[src/rtl/game_pkg.sv]
// Shared types and helpers for the game round timer: state encoding, digit width,
// default prescaler length and BCD helper functions.
package game_pkg;

  typedef enum logic [1:0] {
    IDLE = 2'd0,
    RUN  = 2'd1,
    DONE = 2'd2
  } state_t;

  localparam int unsigned DIGIT_W               = 4;
  localparam int unsigned DEFAULT_TICKS_PER_SEC = 100000000;

  // Elaboration-time conversion of a 0..99 constant by repeated subtraction.
  function automatic logic [2*DIGIT_W-1:0] to_bcd(input int unsigned value);
    int unsigned rem;
    logic [DIGIT_W-1:0] tens;
    rem  = value;
    tens = 4'd0;
    for (int i = 0; i < 10; i++) begin
      if (rem >= 32'd10) begin
        rem  = rem - 32'd10;
        tens = tens + 4'd1;
      end else begin
        rem = rem;
      end
    end
    return {tens, rem[DIGIT_W-1:0]};
  endfunction

  // One-second BCD decrement with borrow from the tens digit.
  function automatic logic [2*DIGIT_W-1:0] bcd_dec(input logic [2*DIGIT_W-1:0] digits);
    logic [DIGIT_W-1:0] tens;
    logic [DIGIT_W-1:0] ones;
    tens = digits[2*DIGIT_W-1:DIGIT_W];
    ones = digits[DIGIT_W-1:0];
    if (ones == 4'd0) begin
      ones = 4'd9;
      tens = (tens == 4'd0) ? 4'd0 : tens - 4'd1;
    end else begin
      ones = ones - 4'd1;
    end
    return {tens, ones};
  endfunction

  function automatic int unsigned bcd_value(input logic [2*DIGIT_W-1:0] digits);
    return (32'(digits[2*DIGIT_W-1:DIGIT_W]) * 32'd10) + 32'(digits[DIGIT_W-1:0]);
  endfunction

endpackage

[src/rtl/game_round_timer_sec_tick.sv]
// sec_tick_gen: prescaler counting 0..TICKS-1 while enabled, emitting a one-cycle tick
// at the terminal count; clear forces it back to zero.
module sec_tick_gen
  import game_pkg::*;
#(
  parameter int unsigned TICKS = DEFAULT_TICKS_PER_SEC
) (
  input  logic clk,
  input  logic rst,
  input  logic clr,
  input  logic en,
  output logic tick
);

  localparam int unsigned CNT_W = (TICKS > 32'd1) ? $clog2(TICKS) : 1;
  localparam logic [CNT_W-1:0] TERM = CNT_W'(TICKS - 32'd1);

  logic [CNT_W-1:0] cnt_r;

  assign tick = en & (cnt_r == TERM);

  // Prescaler count, wrapping at the terminal count.
  always_ff @(posedge clk) begin
    if (rst || clr) begin
      cnt_r <= '0;
    end else if (en) begin
      cnt_r <= tick ? '0 : cnt_r + CNT_W'(1);
    end else begin
      cnt_r <= cnt_r;
    end
  end

endmodule

[src/rtl/game_round_timer.sv]
// Round countdown timer driving two BCD digits, a final-seconds warning and a time-up pulse.
// Optional build macro GAME_TIMER_PAUSE_EN adds a pause input that stalls the countdown.
module game_round_timer
  import game_pkg::*;
#(
  parameter int unsigned TICKS_PER_SEC = DEFAULT_TICKS_PER_SEC,
  parameter int unsigned ROUND_SECONDS = 60,
  parameter int unsigned WARN_SECONDS  = 10
) (
  input  logic               clk,
  input  logic               game_reset,
  input  logic               game_flag,
`ifdef GAME_TIMER_PAUSE_EN
  input  logic               pause,
`endif
  output logic               round_active,
  output logic [DIGIT_W-1:0] secs_tens,
  output logic [DIGIT_W-1:0] secs_ones,
  output logic               warn,
  output logic               time_up
);

  localparam logic [2*DIGIT_W-1:0] ROUND_BCD  = to_bcd(ROUND_SECONDS);
  localparam logic                 WARN_START = (ROUND_SECONDS <= WARN_SECONDS);

  state_t               state_r;
  logic                 flag_q;
  logic                 start_r;
  logic [2*DIGIT_W-1:0] digits_r;
  logic [2*DIGIT_W-1:0] dec_s;
  logic                 pause_s;
  logic                 tick_s;
  logic                 tick_clr_s;
  logic                 tick_en_s;

`ifdef GAME_TIMER_PAUSE_EN
  assign pause_s = pause;
`else
  assign pause_s = 1'b0;
`endif

  assign tick_clr_s = (state_r != RUN);
  assign tick_en_s  = (state_r == RUN) & ~pause_s;
  assign secs_tens  = digits_r[2*DIGIT_W-1:DIGIT_W];
  assign secs_ones  = digits_r[DIGIT_W-1:0];

  sec_tick_gen #(
    .TICKS(TICKS_PER_SEC)
  ) u_sec_tick (
    .clk (clk),
    .rst (game_reset),
    .clr (tick_clr_s),
    .en  (tick_en_s),
    .tick(tick_s)
  );

  // Next digit value for the current tick.
  always_comb begin
    dec_s = bcd_dec(digits_r);
  end

  // Round FSM; start is a rising edge of game_flag delayed one cycle, abort beats a tick.
  always_ff @(posedge clk) begin
    if (game_reset) begin
      state_r      <= IDLE;
      flag_q       <= 1'b0;
      start_r      <= 1'b0;
      digits_r     <= ROUND_BCD;
      round_active <= 1'b0;
      warn         <= 1'b0;
      time_up      <= 1'b0;
    end else begin
      flag_q  <= game_flag;
      start_r <= game_flag & ~flag_q;
      time_up <= 1'b0;
      case (state_r)
        IDLE: begin
          digits_r <= ROUND_BCD;
          if (start_r) begin
            state_r      <= RUN;
            round_active <= 1'b1;
            warn         <= WARN_START;
          end else begin
            state_r      <= IDLE;
            round_active <= 1'b0;
            warn         <= 1'b0;
          end
        end
        RUN: begin
          if (!game_flag) begin
            state_r      <= IDLE;
            digits_r     <= ROUND_BCD;
            round_active <= 1'b0;
            warn         <= 1'b0;
          end else if (tick_s) begin
            if (digits_r == 8'h01) begin
              state_r      <= DONE;
              digits_r     <= 8'h00;
              round_active <= 1'b0;
              warn         <= 1'b0;
              time_up      <= 1'b1;
            end else begin
              digits_r <= dec_s;
              warn     <= (bcd_value(dec_s) <= WARN_SECONDS);
            end
          end else begin
            digits_r <= digits_r;
          end
        end
        DONE: begin
          round_active <= 1'b0;
          warn         <= 1'b0;
          if (!game_flag) begin
            state_r  <= IDLE;
            digits_r <= ROUND_BCD;
          end else begin
            state_r  <= DONE;
            digits_r <= 8'h00;
          end
        end
        default: begin
          state_r      <= IDLE;
          digits_r     <= ROUND_BCD;
          round_active <= 1'b0;
          warn         <= 1'b0;
        end
      endcase
    end
  end

endmodule
[config.mk]
export PLATFORM = sky130hd
export DESIGN_NAME = game_round_timer
export DESIGN_NICKNAME = d
export VERILOG_FILES = /design/src/rtl/game_pkg.sv /design/src/rtl/game_round_timer_sec_tick.sv /design/src/rtl/game_round_timer.sv
export SDC_FILE = /design/constraint.sdc
export NUM_CORES = 1
export LEC_CHECK = 0
export CAP_MARGIN = 40
export CORE_ASPECT_RATIO = 0.9
export CORE_MARGIN = 2
export CORE_UTILIZATION = 61
export CTS_BUF_LIST = sky130_fd_sc_hd__clkbuf_4
export CTS_CLUSTER_DIAMETER = 60
export DETAILED_ROUTE_END_ITERATION = 12
export HOLD_SLACK_MARGIN = 0.15
export PLACE_DENSITY = 0.77
export SLEW_MARGIN = 20
export SYNTH_ARGS = -nofsm -noshare
export SYNTH_HDL_FRONTEND = slang
export SYNTH_HIERARCHICAL = 1
export SYNTH_SLANG_ARGS = --single-unit
export TNS_END_PERCENT = 30
[constraint.sdc]
create_clock -name clk -period 3.8 [get_ports clk]
set_input_delay 0.57 -clock clk [delete_from_list [all_inputs] [get_ports clk]]
set_output_delay 0.57 -clock clk [all_outputs]
set_load 0.005 [all_outputs]
==> results of run 1 <==
[worst max-delay path: cells and delay by family, from the launching register on]
| kind | cells | cell delay (ns) |
|---|---|---|
| and+or+nand+nor | 4 | 1.03 |
| buffers and inverters | 1 | 0.06 |
| DFF | 1 | 0.41 |
| adders and majority gates | 3 | 0.92 |
| AOI/OAI and AO/OA | 3 | 0.87 |
[per-stage QoR]
step | setup WS, ns | util, % | instance area, um^2 | cells | hold WS, ns
finish | 0.443 | 70.0 | 2590 | 339 | 0.394
detailed placement | 0.487 | 67.9 | 2510 | 331 | 0.380
CTS | 0.445 | 70.0 | 2590 | 339 | 0.398
global route | 0.232 | 70.0 | 2590 | 339 | 0.404
global placement | 0.573 | 67.9 | 2510 | 331 | 0.371
floorplan | 0.545 | - | 2350 | 277 | 0.368
[worst max path at each step]
stage / end / cells past startpoint / start / slack (ns)
2_1_floorplan: warn$_SDFFE_PP0P_ / 12 / digits_r[0]$_SDFFE_PP0P_ / 0.54
4_1_cts: warn$_SDFFE_PP0P_ / 11 / digits_r[0]$_SDFFE_PP0P_ / 0.45
3_3_place_gp: warn$_SDFFE_PP0P_ / 11 / digits_r[0]$_SDFFE_PP0P_ / 0.57
6_report: warn$_SDFFE_PP0P_ / 11 / digits_r[0]$_SDFFE_PP0P_ / 0.44
5_1_grt: warn$_SDFFE_PP0P_ / 11 / digits_r[0]$_SDFFE_PP0P_ / 0.23
3_5_place_dp: warn$_SDFFE_PP0P_ / 11 / digits_r[0]$_SDFFE_PP0P_ / 0.49
[power by group through the flow]
stage          sequential (mW)  combinational (mW)  clock (mW)
2_1_floorplan            0.444              0.0276           0
3_3_place_gp             0.445              0.0395           0
3_5_place_dp             0.445              0.0409           0
4_1_cts                  0.435              0.0410       0.295
5_1_grt                  0.436              0.0467       0.304
6_report                 0.435              0.0415       0.286
[routing by layer]
metal / part of all wire, % / vias up / wire, um
met4: 0.81 / 0 / 40
li1: - / 1047 / -
met2: 41 / 45 / 2040
met5: 0 / - / 0
met3: 4.6 / 4 / 228
met1: 53 / 959 / 2620
[cell usage after synthesis, types with 3 or more instances]
library cell,instances
sky130_fd_sc_hd__nand2b_1,4
sky130_fd_sc_hd__nand3_1,8
sky130_fd_sc_hd__a22oi_1,3
sky130_fd_sc_hd__xnor2_1,4
sky130_fd_sc_hd__a21oi_1,18
sky130_fd_sc_hd__nand4_1,13
sky130_fd_sc_hd__o31ai_1,7
sky130_fd_sc_hd__and4_1,5
sky130_fd_sc_hd__xor2_1,10
sky130_fd_sc_hd__nor4_1,3
sky130_fd_sc_hd__nor3_1,6
sky130_fd_sc_hd__nand2_1,18
sky130_fd_sc_hd__o21ai_0,10
sky130_fd_sc_hd__or4_1,8
sky130_fd_sc_hd__buf_2,4
sky130_fd_sc_hd__inv_1,19
sky130_fd_sc_hd__dfxtp_1,41
sky130_fd_sc_hd__and3_1,5
sky130_fd_sc_hd__or3_1,7
sky130_fd_sc_hd__nor2b_1,3
sky130_fd_sc_hd__clkbuf_1,3
sky130_fd_sc_hd__ha_1,13
sky130_fd_sc_hd__nor2_1,26
[state kept, by name, indices dropped and copies added, names as in the netlist]
register,flops
state_r,2
u_sec_tick/cnt_r,27
time_up,1
warn,1
start_r,1
digits_r,8
flag_q,1
[logic make-up (layout without fill, tap and decap cells)]
logic type	after synthesis	in the layout	share of synthesized area (%)
flops	41	41	34.9
simple gates	118	118	28.4
compound gates	60	60	17.1
xor+xnor	14	14	5.22
buf+inv	28	44	5.32
mux	1	1	0.426
fa+ha+maj	15	15	8.62
[final cells by class]
cell class / instances / area (um^2)
well taps: 46 / 57.6
clock inverters: 2 / 33.8
multi-input cells: 208 / 1410
fillers: 303 / 1110
clock buffers: 6 / 45.0
flip-flops and latches: 41 / 821
repair buffers: 17 / 160
inverters: 19 / 71.3
==> results.txt, run 1 <==
The average via count per standard cell came out at slightly above 6. The fmax is 298 MHz. The setup slack of the worst register-to-register path came out at roughly 0.44 ns. The number of clock sinks seen by CTS came out at 41.

The clock latency on the worst-skew pair came out at around 0.35 ns. Detailed placement finished with a half-perimeter wire length of about 3.5 mm. The number of nets in the final layout came out at 310. The synthesized cell area came out at between 2000 and 2500 um^2. The number of pins exceeding their max-slew limit in the final report came out at 0. The critical-path maximum fanout is 10.

The average footprint of a synthesized cell came out at between 8 and 9 um^2. The signed area change from the synthesized netlist to the final layout came out at 10.3%. TritonCTS created 5 clock buffers. The fraction of layout instances using a drive strength above 1 is roughly 6.5%. The number of iterations in the first detailed-routing pass came out at 4. After clock tree synthesis, the clock-pin slew on the worst setup and hold paths is about 0.12 ns. The time the worst path needs with I/O delays and setup came out at between 3 and 4 ns. The standard-cell row count came out at 21. The count of flip-flops with a built-in enable after synthesis came out at 0. The total inserted antenna cells came out at 0. Buffers placed on the I/O ports in this run total 13. The worst hold path terminates at start_r$_SDFF_PP0_. The max-cap violation count is 0.

The number of endpoints with negative hold slack in the final report came out at 0. Setup repair after global routing left no endpoint under its margin. Combinational logic burns under 10% of the power. The number of standard cells after synthesis is approximately 280.

The number of global-route vias before repair came out at between 1500 and 2000. In the synthesized netlist the dominant register cell turns out to be sky130_fd_sc_hd__dfxtp_1. In the layout the commonest cells are 41 x sky130_fd_sc_hd__dfxtp_1, 26 x sky130_fd_sc_hd__nor2_1, 19 x sky130_fd_sc_hd__inv_1, 18 x sky130_fd_sc_hd__nand2_1, 18 x sky130_fd_sc_hd__a21oi_1. The initial antenna violation count came out at 0. The area inside the core boundary is about 3700 um^2. STA puts the critical path data required time at 4.08 ns.

The die height is 62.9 um. The net load switching power is approximately 0.17 mW. The aggregate global routing overflow is 0. The via total after detailed routing is approximately 2100. The setup skew after layout is 0.0107 ns.

The highest cell delay on the worst timing path came out at 0.59 ns. The maximum resistive drop on vdd is 301 uV. The leakage component of the power is between 0.8 and 0.9 nW. The routed design has approximately 4.9 mm of wire.

The maximum number of pins on one net before global-route repair is 25. TritonCTS built the clock tree. Of the total power, registers draw between 50% and 60%.

The clock passes through at most 2 buffers. The synthesized design spends more area on one cell type than any other, namely sky130_fd_sc_hd__dfxtp_1. The number of levels the H-tree was split into is 2.

The root buffer cell is sky130_fd_sc_hd__clkbuf_4. The total track usage is 24.1%. During synthesis, Yosys emitted a total of 6 warnings. The quantity of hold-fixing buffers added after cts is 0. In the final routed layout, each cell accounts on average for about 15 um. Synthesis inferred slightly above 40 register bits.

STA classifies the critical path startpoint as a flip-flop. Data arrives at the worst endpoint at between 3 and 4 ns. After synthesis, the largest area contributor takes up 34.9% of total cell area. The worst setup path is of the reg -> reg kind.

After detailed routing, the number of remaining DRC violations is 0. The class of the tightest hold or removal check is reg -> reg. The worst hold path begins at flag_q$_SDFF_PP0_.

The die outline width came out at roughly 69 um. The remaining antenna violation count after routing is 0. On the critical path, the stage with the largest delay is an instance of sky130_fd_sc_hd__or4_1. The sequential fraction of the synthesis area is between 30% and 40%. In the post-synthesis netlist, the biggest area contributors are sky130_fd_sc_hd__dfxtp_1 35%, sky130_fd_sc_hd__ha_1 6.9%, sky130_fd_sc_hd__nor2_1 4.2%. Power comes to around 0.76 mW. In this run the most used layer during global routing was met1. In the global route stage, met1 resource usage came out at 36.1%. The post-cts resize count came out at 0. The post-synthesis cell type count is 54.

The power per cell area came out at slightly below 300 nW/um^2. In this run the tightest slew margin relative to its limit is 57.3%. The number of top-level design ports is 14. The count of cells along the worst register-to-register path came out at 11.

The global routing met2 resource utilization is approximately 35%. The first global-routing pass estimated a little under 9 mm of wire. The relative contribution of the clock network to total power is 37.5%.

The commonest non-fill, non-tap cell in the layout is sky130_fd_sc_hd__dfxtp_1. The endpoint identified for the worst register-to-register timing path is warn$_SDFFE_PP0P_. The setup fix buffers added after clock tree synthesis came out at 0.

The fraction of registers with async set/reset is 0%. The internal power came out at just under 0.6 mW. The starting density of the core came out at a little under two thirds. The run finished with clean final reports. The final weighted congestion in routability-driven placement came out at 0.914.

The type of element capturing the critical path is a flip-flop. The post-route clock period utilization came out at 88.4%. The signal on the critical path passes through or4_1 > o41a_2 > or2_1 > ha_1 > ha_1 > inv_1 > fa_1 > nand2_1 > a2111oi_0 > nand4_1 > o21ai_1. Summed over all failing endpoints, the final setup total negative slack is 0 ns. The number of DRC markers in iteration 0 came out at between 150 and 200. The transition time of the tightest slew-check pin came out at between 0.6 and 0.7 ns. In this design, the critical path's most frequently occurring cell is sky130_fd_sc_hd__ha_1. The depth of the worst hold-timing path came out at 1. In this run the critical register-to-register path is launched from digits_r[0]$_SDFFE_PP0P_. The die covers ~4400 um^2. The met3 routing resource usage after global routing is ~4.4%. The synthesized net count is a little under 300. The final count of negative-setup-slack endpoints came out at 0.

The fraction of power spent switching nets came out at about 22%.
No activity file was read; power rests on OpenSTA's default activity.
==> run 2, diff against run 1 <==
--- a/constraint.sdc
+++ b/constraint.sdc
@@ -3,2 +3,2 @@
 set_output_delay 0.57 -clock clk [all_outputs]
-set_load 0.005 [all_outputs]
+set_load 0.01 [all_outputs]
==> results of run 2 <==
Same layout as run 1 (identical final DEF). Status: finished, final reports clean.
Main changes from that run: total power 0.762 mW -> 0.763 mW
==> run 3, diff against run 2 <==
- CTS_BUF_LIST: sky130_fd_sc_hd__clkbuf_4 -> sky130_fd_sc_hd__clkbuf_4 sky130_fd_sc_hd__clkbuf_8
==> results.txt, run 3 (synthesized netlist as in run 1, its figures left out) <==
The signed area change from the synthesized netlist to the final layout is 12.1% (was 10.3%). The maximum resistive drop on vdd is 341 uV (was 301 uV). The post-cts resize count came out at 0 (unchanged). The average wire length per cell after detail routing came out at 14.8 um (was 14.5 um). The number of DRC markers in iteration 0 came to 193 (was 186). The clock latency on the worst-skew pair came to 0.29 ns (was 0.35 ns). The quantity of hold-fixing buffers added after cts is 0 (unchanged). The starting density of the core is 63.5% (unchanged). The TritonCTS clock tree is built (unchanged). The global-route wire length before repair is 8.80 mm (was 8.70 mm). The total clock buffers created by CTS came out at 5 (unchanged). Most used cells in the layout excluding fill and tap cells: 41 x sky130_fd_sc_hd__dfxtp_1, 26 x sky130_fd_sc_hd__nor2_1, 19 x sky130_fd_sc_hd__inv_1, 18 x sky130_fd_sc_hd__nand2_1, 18 x sky130_fd_sc_hd__a21oi_1 (unchanged).

The root buffer cell is sky130_fd_sc_hd__clkbuf_8 (was sky130_fd_sc_hd__clkbuf_4). The commonest non-fill, non-tap cell in the layout is sky130_fd_sc_hd__dfxtp_1 (unchanged). Outcome: finished, final reports clean (unchanged). The data required time of the critical path is 4.02 ns (was 4.08 ns). The worst relative slew slack was 57.3% (about the same). The die height is 62.9 um (unchanged). The number of top-level design ports came out at 14 (unchanged). The number of iterations in the first detailed-routing pass was 5 (was 4). The leakage component of the power is 0.914 nW (was 0.895 nW). The post-route DRC violation count is 0 (unchanged). The setup skew after layout was 0.00909 ns (was 0.0107 ns). The total track usage is 24.4% (was 24.1%). The final count of negative-setup-slack endpoints is 0 (unchanged).

The die outline width is 69.4 um (unchanged). The clock transition time at the flip-flop clock pins of the worst setup and hold paths is 0.08 ns (was 0.12 ns). The data arrival at the endpoint of the critical path is 3.58 ns (was 3.64 ns). The maximum buffer depth of the clock tree came out at 2 (unchanged). The number of buffer cells added on primary ports came out at 13 (unchanged). The HPWL after detailed placement came out at 3.54 mm (unchanged). Setup repair after global routing missed its margin: no (unchanged).

The area inside the core boundary is 3700 um^2 (unchanged). The total wire length came out at 5.01 mm (was 4.93 mm). The standard-cell row count is 21 (unchanged). The time the worst path needs with I/O delays and setup came out at 3.35 ns (was 3.36 ns). The fraction of layout instances using a drive strength above 1 is 6.83% (was 6.48%). The startpoint type of the worst setup path is a flip-flop (unchanged). The max-cap violation count came out at 0 (unchanged). The class of the tightest hold or removal check is reg -> reg (unchanged).

The final weighted congestion in routability-driven placement is 0.914 (unchanged). The number of global-route vias before repair came to 1909 (was 1899). The maximum number of pins on one net before global-route repair is 25 (unchanged). The post-route clock period utilization came to 88.2% (was 88.4%).

The area of the die came to 4370 um^2 (unchanged). The number of pins exceeding their max-slew limit in the final report is 0 (unchanged). The setup fix buffers added after clock tree synthesis is 0 (unchanged). The aggregate global routing overflow came out at 0 (unchanged). The power per cell area is 323 nW/um^2 (was 294 nW/um^2).

The remaining antenna violation count after routing came out at 0 (unchanged). The fmax is 298 MHz (about the same). The via total after detailed routing is 2049 (was 2055). The number of endpoints with negative hold slack in the final report is 0 (unchanged). The initial antenna violation count is 0 (unchanged). The average via count per standard cell is 6.04 (was 6.06). The type of element capturing the critical path is a flip-flop (unchanged). The transition time of the tightest slew-check pin came out at 0.638 ns (about the same).

The number of clock sinks seen by CTS came to 41 (unchanged). The setup total negative slack came out at 0 ns (unchanged). The path type of the worst setup path is reg -> reg (unchanged). The number of nets in the final layout was 310 (unchanged). The number of flip-flops in the largest register came out at 27 (unchanged). The register ranked first by flip-flop count is u_sec_tick/cnt_r (unchanged). The total inserted antenna cells came out at 0 (unchanged). The number of levels the H-tree was split into came out at 2 (unchanged). The total cell area at the placement stage came out at 2510 um^2 (unchanged). The critical-path maximum fanout came out at 10 (unchanged). The post-route standard cell area excluding fillers came out at 2640 um^2 (was 2590 um^2). Registers with the most flip-flops: u_sec_tick/cnt_r (27), digits_r (8), state_r (2) (unchanged).
## run 3: where the power goes
group / total (mW) / internal (mW) / switching, mW / leakage [nW]
Clock: 0.374 / 0.222 / 0.152 / 0.0619
Sequential: 0.435 / 0.432 / 0.00273 / 0.331
Combinational: 0.0419 / 0.0172 / 0.0247 / 0.521
Total: 0.850 / 0.671 / 0.180 / 0.914
## run 3: final cells by class
| type | count | area (um^2) |
|---|---|---|
| Fill cell | 296 | 1070 |
| Sequential cell | 41 | 821 |
| Tap cell | 46 | 57.6 |
| Timing Repair Buffer | 17 | 160 |
| Inverter | 19 | 71.3 |
| Clock buffer | 7 | 90.1 |
| Multi-Input combinational cell | 208 | 1410 |
| Clock inverter | 1 | 30.0 |
## run 3: worst max-delay path, cell delays in order (launching register included)
cell	delay, ns
sky130_fd_sc_hd__dfxtp_1	0.40
sky130_fd_sc_hd__or4_1	0.59
sky130_fd_sc_hd__o41a_2	0.40
sky130_fd_sc_hd__or2_1	0.25
sky130_fd_sc_hd__ha_1	0.29
sky130_fd_sc_hd__ha_1	0.16
sky130_fd_sc_hd__inv_1	0.06
sky130_fd_sc_hd__fa_1	0.48
sky130_fd_sc_hd__nand2_1	0.05
sky130_fd_sc_hd__a2111oi_0	0.35
sky130_fd_sc_hd__nand4_1	0.15
sky130_fd_sc_hd__o21ai_1	0.12
## run 3: path summary, 6_finish.rpt
check	slack (ns)	to	startpoint	depth (start not counted)
worst max register to register	0.45	warn$_SDFFE_PP0P_	digits_r[0]$_SDFFE_PP0P_	11
worst min register to register	0.39	start_r$_SDFF_PP0_	flag_q$_SDFF_PP0_	1
worst max-delay path	0.45	warn$_SDFFE_PP0P_	digits_r[0]$_SDFFE_PP0P_	11
worst min-delay path	0.39	start_r$_SDFF_PP0_	flag_q$_SDFF_PP0_	1
## run 3: per-layer routing
layer  vias up  wire length [um]  track usage, %
met5         -                 0               0
met4         0                47            7.11
li1       1043                 -               -
met2        49              2090            35.9
met3         6               298            4.35
met1       951              2570            36.4
## run 3: metrics by stage
stage | hold slack [ns] | std cells | power [mW] | worst slack [ns] | util, %
5_1_grt | 0.398 | 339 | 0.872 | 0.249 | 71.1
4_1_cts | 0.391 | 339 | 0.857 | 0.458 | 71.1
6_report | 0.388 | 339 | 0.850 | 0.447 | 71.1
3_3_place_gp | 0.371 | 331 | 0.485 | 0.573 | 67.9
3_5_place_dp | 0.380 | 331 | 0.486 | 0.487 | 67.9
2_1_floorplan | 0.368 | 277 | 0.472 | 0.517 | -
